===== src/rtl/phase_sweep_nco.sv =====
// phase_sweep_nco: phase-accumulator NCO with optional linear tuning-word sweep
module phase_sweep_nco #(
  parameter int ACC_W   = 32,
  parameter int OUT_W   = 16,
  parameter int DWELL_W = 16
) (
  input  logic               i_clk,
  input  logic               i_rst_n,
  input  logic               i_cfg_valid,
  output logic               o_cfg_ready,
  input  logic [ACC_W-1:0]   i_ftw_start,
  input  logic [ACC_W-1:0]   i_ftw_step,
  input  logic [ACC_W-1:0]   i_ftw_end,
  input  logic [DWELL_W-1:0] i_dwell,
  input  logic [OUT_W-1:0]   i_phase_ofs,
  input  logic [1:0]         i_mode,
  input  logic               i_start,
  input  logic               i_stop,
  output logic [OUT_W-1:0]   o_addr,
  output logic               o_valid,
  output logic               o_busy,
  output logic               o_done
);
  typedef enum logic {IDLE, RUN} state_t;
  state_t               state_q, state_d;
  logic [ACC_W-1:0]     acc_q, acc_d, ftw_q, ftw_d;
  logic [ACC_W-1:0]     start_q, step_q, end_q;
  logic [DWELL_W-1:0]   dwell_q, dcnt_q, dcnt_d;
  logic [OUT_W-1:0]     ofs_q, addr_q, addr_d;
  logic [1:0]           mode_q;
  logic                 term_q, term_d, valid_q, valid_d, done_q, done_d;
  logic [ACC_W:0]       sum;
  logic [DWELL_W:0]     dnext;
  logic                 period_end, start_ge_end, cfg_fire;
  assign o_cfg_ready  = (state_q == IDLE);
  assign o_busy       = (state_q == RUN);
  assign o_addr       = addr_q;
  assign o_valid      = valid_q;
  assign o_done       = done_q;
  assign cfg_fire     = i_cfg_valid & (state_q == IDLE);
  assign sum          = {1'b0, ftw_q} + {1'b0, step_q};
  assign dnext        = {1'b0, dcnt_q} + {{DWELL_W{1'b0}}, 1'b1};
  assign period_end   = dnext >= {1'b0, dwell_q};
  assign start_ge_end = start_q >= end_q;
  // Next-state: term_q marks that ftw has reached the end word and the current dwell period is the last
  always_comb begin
    state_d = state_q;
    acc_d   = acc_q;
    ftw_d   = ftw_q;
    dcnt_d  = dcnt_q;
    term_d  = term_q;
    addr_d  = addr_q;
    valid_d = 1'b0;
    done_d  = 1'b0;
    if (state_q == IDLE) begin
      if (i_start) begin
        state_d = RUN;
        acc_d   = '0;
        ftw_d   = start_q;
        dcnt_d  = '0;
        term_d  = mode_q[0] & start_ge_end;
      end
    end else if (i_stop) begin
      state_d = IDLE;
    end else begin
      addr_d  = acc_q[ACC_W-1 -: OUT_W] + ofs_q;
      valid_d = 1'b1;
      acc_d   = acc_q + ftw_q;
      if (mode_q[0]) begin
        dcnt_d = period_end ? '0 : dnext[DWELL_W-1:0];
        if (period_end) begin
          if (term_q) begin
            if (mode_q[1]) begin
              ftw_d  = start_q;
              term_d = start_ge_end;
            end else begin
              state_d = IDLE;
              done_d  = 1'b1;
            end
          end else if (sum >= {1'b0, end_q}) begin
            ftw_d  = end_q;
            term_d = 1'b1;
          end else begin
            ftw_d = sum[ACC_W-1:0];
          end
        end
      end
    end
  end
  // State, datapath and shadow configuration registers
  always_ff @(posedge i_clk or negedge i_rst_n) begin
    if (!i_rst_n) begin
      state_q <= IDLE;
      acc_q   <= '0;
      ftw_q   <= '0;
      dcnt_q  <= '0;
      term_q  <= 1'b0;
      addr_q  <= '0;
      valid_q <= 1'b0;
      done_q  <= 1'b0;
      start_q <= '0;
      step_q  <= '0;
      end_q   <= '0;
      dwell_q <= '0;
      ofs_q   <= '0;
      mode_q  <= '0;
    end else begin
      state_q <= state_d;
      acc_q   <= acc_d;
      ftw_q   <= ftw_d;
      dcnt_q  <= dcnt_d;
      term_q  <= term_d;
      addr_q  <= addr_d;
      valid_q <= valid_d;
      done_q  <= done_d;
      if (cfg_fire) begin
        start_q <= i_ftw_start;
        step_q  <= i_ftw_step;
        end_q   <= i_ftw_end;
        dwell_q <= i_dwell;
        ofs_q   <= i_phase_ofs;
        mode_q  <= i_mode;
      end
    end
  end
endmodule


===== config.mk =====
export PLATFORM = sky130hd
export DESIGN_NAME = phase_sweep_nco
export DESIGN_NICKNAME = d
export VERILOG_FILES = /design/src/rtl/phase_sweep_nco.sv
export SDC_FILE = /design/constraint.sdc
export NUM_CORES = 1
export LEC_CHECK = 0
export BUFFER_PORTS_ARGS = -buffer_cell sky130_fd_sc_hd__buf_2
export CAP_MARGIN = 20
export CORE_ASPECT_RATIO = 1.5
export CORE_MARGIN = 2
export CORE_UTILIZATION = 40
export CTS_CLUSTER_SIZE = 8
export DETAILED_ROUTE_END_ITERATION = 12
export GPL_TIMING_DRIVEN = 0
export PLACE_DENSITY = 0.55
export SYNTH_ARGS = -nofsm -noshare
export SYNTH_HDL_FRONTEND = slang
export SYNTH_SLANG_ARGS = --single-unit
export TNS_END_PERCENT = 5

===== constraint.sdc =====
create_clock -name i_clk -period 6.8 [get_ports i_clk]
set_input_delay 0.68 -clock i_clk [delete_from_list [all_inputs] [get_ports i_clk]]
set_output_delay 0.68 -clock i_clk [all_outputs]
set_load 0.05 [all_outputs]

==> flow_summary.ini, run 1 <==
[power]
power.leakage_uw = 0.00830
p_per_area_nw_per_um2 = 485
ir_worst_vdd_mv = 0.183

[placement]
place_congestion = 0.917
hpwl_mm = 35.2
place_area_um2 = 16700
portBuffers = 154

[routing]
drc = 0
viasPerCell = 5.53
dr.first_iter.drc_count = 649
drt-total-wl_mm = 44.7
drt-wirelength-per-cell_um = 19.3
vias = 12800
drtPass1Iterations = 5
ant_nets = 0

[logic_synthesis]
synth_cells = 1630
synth_seq_cells = 230
synth_top_flop_cell = dfrtp_1
syn_area_per_cell_um2 = 9.37
synth_area_leaders = dfrtp_1 (38%), ha_1 (13%), mux2_2 (6.2%), o21ai_0 (5.2%), nand2_1 (5.0%)
syn-cell-area_um2 = 15300
synth_fp_nets = 1927
synth_cell_types = 71
synth_top_area_cell = dfrtp_1
synth_edf_count = 0
synth_warnings = 0
synthArstFlopShare_pct = 100
yosysSeqAreaShare_pct = 37.7
yosys.area.top_type_share_pct = 37.7

[floorplan]
die_x_um = 164
io_pins = 155
core_area_um2 = 37700
num_rows = 87
die_h_um = 243
start_util_pct = 40.5
fp.dieArea_um2 = 39800

[critical_path]
crit_type = flip-flop to flip-flop
slowest_delay_ps = 490
cp.required_ps = 7180
start_kind = flip-flop
cp_slowest_cell = o21ai_0
crit_path_max_fanout = 10
end_kind = flip-flop
worstPathCellList = ha_1 > fa_1 > a211oi_1 > o21ai_1 > and4_4 > nor4_1 > or3_1 > a31oi_1 > o21ai_0 > nor2b_1 > xnor2_1 > ha_1 > nand4_1 > nor2_1 > nand4_1 > o211ai_1 > a221o_1 > nor2_2 > buf_4 > a211oi_1 > o31ai_1
r2r_end = ftw_q[15]
reg2reg_depth = 21
regToRegSetupSlack_ps = 490
worst_ep_arrival_time_ps = 6690
regToRegStartpoint = ftw_q[0]

[grt]
grt_pass1_vias = 13500
antenna_found_initial = 0
overflow = 0
grt_pass1_wl_mm = 71.2
grt_usage_pct = 22.9
grt_max_degree = 112

[final_layout]
drive_gt1_share_pct = 17.7
layout_common_cells = dfrtp_1 (230), nand2_1 (203), o21ai_0 (159), ha_1 (159), buf_2 (157)
antenna_cells = 0
final_area_um2 = 17600
final_common_cell = dfrtp_1
area_delta_synth_final_pct = 15.5
fin_nets = 2120

[timing]
tns_ps = 0
slew_violations = 0
worstMarginPinSlew_ps = 964
fin_crit_sh_pct = 92.7
hold_violations = 0
setup_viol = 0
finalCriticalPeriod_ps = 6310
max_freq_ghz = 0.159
relSlewSlack_pct = 35.7
rsz0062_at_grt = no
skew_ps = 18.0

[hold_path]
hold_depth = 3
hp-start = i_dwell[12]
hp-class = input port to flip-flop
min_to = dwell_q[12]

[cts]
post-cts-setup-buffers = 0
cts_buffer_depth = 3
cts_buffers = 34
cts.reportedPaths.clkPinSlew_ps = 60
cts.sinks = 230
cts_root_buf = clkbuf_16
cts_tree = done
cts_max_level = 2
clkLatencyLatePin_ps = 530

[flow_run]
cap_violations = 0

[outcome]
status = finished clean
==> state kept, by name (all words and copies together), names as in the netlist <==
name     count
dcnt_q      16
o_busy       1
start_q     32
o_addr      16
ftw_q       32
term_q       1
end_q       32
acc_q       32
dwell_q     16
step_q      32
o_done       1
o_valid      1
mode_q       2
ofs_q       16
==> cell usage after synthesis, drive strengths merged (15+ instances only) <==
cell type  instances
buf               15
xor2              23
a21o              57
a211o             16
o31ai             23
o21ai            162
mux2              84
dfrtp            230
clkbuf            47
ha               159
nand3             30
a211oi            35
inv               81
nand4             25
xnor2             47
nand2            203
nor2              81
nor3              23
a21oi            115
==> layer usage <==
metal  global-route usage, %  routed length, µm
met5                       0                  0
met4                    9.96               2040
met3                    2.77               1650
met2                    40.8              22400
met1                    27.5              18600
==> worst max-delay path by stage <==
| stage | from | endpoint | slack, ps | cells past startpoint |
|---|---|---|---|---|
| 2_1_floorplan | ftw_q[0] | ftw_q[31] | 1730 | 20 |
| 3_3_place_gp | ftw_q[0] | ftw_q[25] | 470 | 22 |
| 3_5_place_dp | ftw_q[0] | ftw_q[25] | 470 | 22 |
| 4_1_cts | ftw_q[0] | ftw_q[31] | 450 | 22 |
| 5_1_grt | ftw_q[0] | ftw_q[31] | 100 | 22 |
| 6_report | ftw_q[0] | ftw_q[15] | 490 | 21 |
==> power breakdown <==
part / switching [µW] / internal [µW] / total (µW)
registers: 352 / 1760 / 2120
clock network: 626 / 913 / 1540
logic: 2950 / 1950 / 4900
total: 3930 / 4630 / 8560
==> cell type report <==
| class | count | area [µm²] |
|---|---|---|
| clock buffer | 37 | 883 |
| inverter | 82 | 308 |
| timing repair buffer | 157 | 846 |
| buffer | 62 | 256 |
| multi-input combinational | 1256 | 8950 |
| fill | 3727 | 20000 |
| clock inverter | 2 | 28.8 |
| sequential | 230 | 5760 |
| tap | 489 | 612 |
==> kinds of logic after synthesis <==
logic type	count (synthesis)	share of synthesized area, %
simple gates	436	13.0
buf+inv	144	3.70
flops	230	37.7
xor+xnor	70	4.02
compound gates	499	21.7
fa+ha+maj	162	13.4
mux	89	6.52
==> critical path, delay by kind of cell, from the launching register on <==
| family | cells | cell delay [ps] |
|---|---|---|
| xor gates and xnor gates | 1 | 100 |
| AOI/OAI and AO/OA | 8 | 2210 |
| DFF | 1 | 410 |
| adders and majority gates | 3 | 1010 |
| and+or+nand+nor | 8 | 2150 |
| buffers and inverters | 1 | 250 |
==> per-stage QoR <==
| step | power [µW] | hold WS (ps) | util, % | cells | worst slack [ps] |
|---|---|---|---|---|---|
| 2_1_floorplan | 5700 | 384 | - | 1630 | 1730 |
| 6_report | 8560 | 355 | 46.8 | 2315 | 494 |
| 3_3_place_gp | 6940 | 462 | 44.2 | 2273 | 465 |
| 4_1_cts | 8600 | 339 | 46.8 | 2315 | 447 |
| 5_1_grt | 9300 | 364 | 46.8 | 2315 | 97.5 |
| 3_5_place_dp | 7010 | 467 | 44.4 | 2275 | 467 |
==> timing repair <==
| item | 4_1_cts | 5_1_grt |
|---|---|---|
| gates resized for setup | 0 | 0 |
| setup endpoints to repair | 0 | 0 |
| hold buffers | 1 | 0 |
| endpoints found under the hold margin | 11 | 0 |
(Power assumes the default switching activity.)
==> run 2: changes to the inputs <==
- ABC_AREA: default -> 1
- TNS_END_PERCENT: 5 -> default
==> run 2 against run 1 <==
Net effect: worst setup slack improved by 1100 ps; final area is 4.8% higher; total power is 6.1% higher; cell count rose by 22%; sequential share of layout area decreased by 1.5 points; global-route usage up 2.1 points; first-iteration DRC count up 9.6%; count of clock-buffer cells in the layout unchanged; synthesized cell count increased by 30%; utilization decreased by 0.60 points; maximum frequency rose by 20%; sequential power is essentially flat.
==> flow_summary.ini, run 2 <==
[logic_synthesis]
synth_fp_nets = 2413
synth_cells = 2116
synthArstFlopShare_pct = 100
syn-cell-area_um2 = 16100
synth_top_area_cell = dfrtp_1
synth_seq_cells = 230
synth_top_flop_cell = dfrtp_1
syn_area_per_cell_um2 = 7.62
synth_cell_types = 52
synth_area_leaders = dfrtp_1 (36%), ha_1 (12%), nand2_1 (10%), a21oi_1 (6.8%), inv_1 (6.4%)
yosys.area.top_type_share_pct = 35.7
yosysSeqAreaShare_pct = 35.7
synth_edf_count = 0
synthTopCellsByCount = nand2_1 (437), inv_1 (275), nor2_1 (252), dfrtp_1 (230), a21oi_1 (218)
synth_warnings = 0
yosysMostFrequentCell = nand2_1

[floorplan]
fp.dieArea_um2 = 41900
die_x_um = 168
die_h_um = 250
num_rows = 90
core_area_um2 = 40000
start_util_pct = 40.3
io_pins = 155

[placement]
place_congestion = 0.919
post-place-ws_ps = 1630
portBuffers = 154
hpwl_mm = 42.4

[routing]
drt-wirelength-per-cell_um = 18.5
drc = 0
drt-total-wl_mm = 52.1
dr.first_iter.drc_count = 711
viasPerCell = 5.22
vias = 14700
drtPass1Iterations = 5
ant_nets = 0

[cts]
cts.reportedPaths.clkPinSlew_ps = 50
cts_hold_buf = 0
post_cts_resized = 0
cts_tree = done
post-cts-setup-buffers = 0
cts_max_level = 2
clkLatencyLatePin_ps = 530
cts_buffers = 34
cts_buffer_depth = 3
cts_root_buf = clkbuf_16
cts.sinks = 230

[timing]
tns_ps = 0
worstMarginPinSlew_ps = 1120
relSlewSlack_pct = 24.5
finalCriticalPeriod_ps = 5240
slew_violations = 0
fin_crit_sh_pct = 77.0
max_freq_ghz = 0.191
layout_setup_ws_ps = 1560
rsz0062_at_grt = no
setup_viol = 0
skew_ps = 20.9
hold_violations = 0

[critical_path]
worst_ep_arrival_time_ps = 5690
start_kind = flip-flop
crit_path_max_fanout = 10
worstPathCellList = ha_1 > nand2_1 > nor2_1 > nand3_1 > o21ai_0 > nand2_1 > nand3_1 > nand2_1 > ha_1 > a21oi_1 > o21ai_0 > a21oi_1 > nand3_1 > nand2_1 > nand2_1 > nand2_1 > nand2_1 > nand2_1 > clkbuf_1 > nand4_1 > nand3_1 > nand2_1 > inv_1
cp.required_ps = 7250
crit_type = flip-flop to flip-flop
slowest_delay_ps = 900
end_kind = flip-flop
crit_top_cell = nand2_1
cp_slowest_cell = o21ai_0

[grt]
grt_pass1_vias = 15100
grt_usage_pct = 25.0
antenna_found_initial = 1
overflow = 0
grt_max_degree = 102
grt_pass1_wl_mm = 81.0

[power]
power.leakage_uw = 0.00955
p_per_area_nw_per_um2 = 491
ir_worst_vdd_mv = 0.233

[flow_run]
cap_violations = 0

[final_layout]
final_common_cell = nand2_1
antenna_cells = 0
layout_common_cells = nand2_1 (437), inv_1 (275), nor2_1 (252)
area_delta_synth_final_pct = 14.6
fin_nets = 2605
drive_gt1_share_pct = 13.2

[hold_path]
hp-class = input port to async pin

[outcome]
status = finished clean
-- run 2: cell count changes after synthesis, sizes merged, moves of 13 or more --
cell	change
nand3	+87
o21ai	-66
or3	-13
nand4	+31
a211oi	-28
mux2	-35
a21oi	+104
xnor2	-37
inv	+196
a21o	-51
a211o	-16
nand2	+238
nor2	+174
-- run 2: routing by layer --
metal / global-route usage (%) / up-vias / share of wire (%)
met3: 2.85 / 121 / 3.5
li1: - / 7369 / -
met1: 27.1 / 6861 / 38
met4: 11.5 / 0 / 4.9
met5: 0 / - / 0
met2: 47.9 / 338 / 53
-- run 2: cell type report --
type                            count  area (µm²)
Buffer                             61         303
Clock buffer                       37         883
Clock inverter                      1        8.76
Fill cell                        4033       21500
Inverter                          278        1040
Multi-Input combinational cell   1547        9020
Sequential cell                   230        5760
Tap cell                          506         633
Timing Repair Buffer              156         836
-- run 2: path summary, 6_finish.rpt --
kind                               start    endpoint  slack (ps)  cells past startpoint
setup / recovery               ftw_q[10]   ftw_q[21]        1560                     23
hold / removal                   i_rst_n  dwell_q[7]         100                      1
setup reg to reg               ftw_q[10]   ftw_q[21]        1560                     23
hold reg to reg               o_addr[14]  o_addr[14]         470                      2
max in group asynchronous        i_rst_n   ftw_q[21]        5460                      3
min in group i_clk         i_ftw_step[8]   step_q[8]         380                      2
-- run 2: cell families after synthesis --
group,share of synthesized area [%]
xor+xnor,2.39
fa+ha+maj,12.7
flops,35.7
compound gates,13.0
buf+inv,8.35
mux,3.42
simple gates,24.4
-- run 2: metrics by stage --
stage / total power [µW] / std cells / instance area [µm²] / util, % / hold WS (ps)
finish: 9080 / 2816 / 18500 / 46.2 / 98.1
global placement: 7430 / 2776 / 17500 / 43.8 / 457
global route: 9880 / 2816 / 18500 / 46.2 / 144
floorplan: 5840 / 2116 / 16100 / - / 384
detailed placement: 7510 / 2778 / 17600 / 44.0 / 460
CTS: 9110 / 2816 / 18500 / 46.2 / 125
-- run 2: where the power goes --
group | internal, µW | switching [µW] | leakage, µW
Combinational | 1780 | 3650 | 0.00643
Clock | 906 | 625 | 0.000438
Sequential | 1760 | 354 | 0.00268
Total | 4450 | 4630 | 0.00955
-- run 2: critical path: cells and delay by family (launching register included) --
family / cells / cell delay, ps
and+or+nand+nor: 15 / 2070
AOI/OAI and AO/OA: 4 / 1410
adders and majority gates: 2 / 700
buffers and inverters: 2 / 500
DFF: 1 / 470
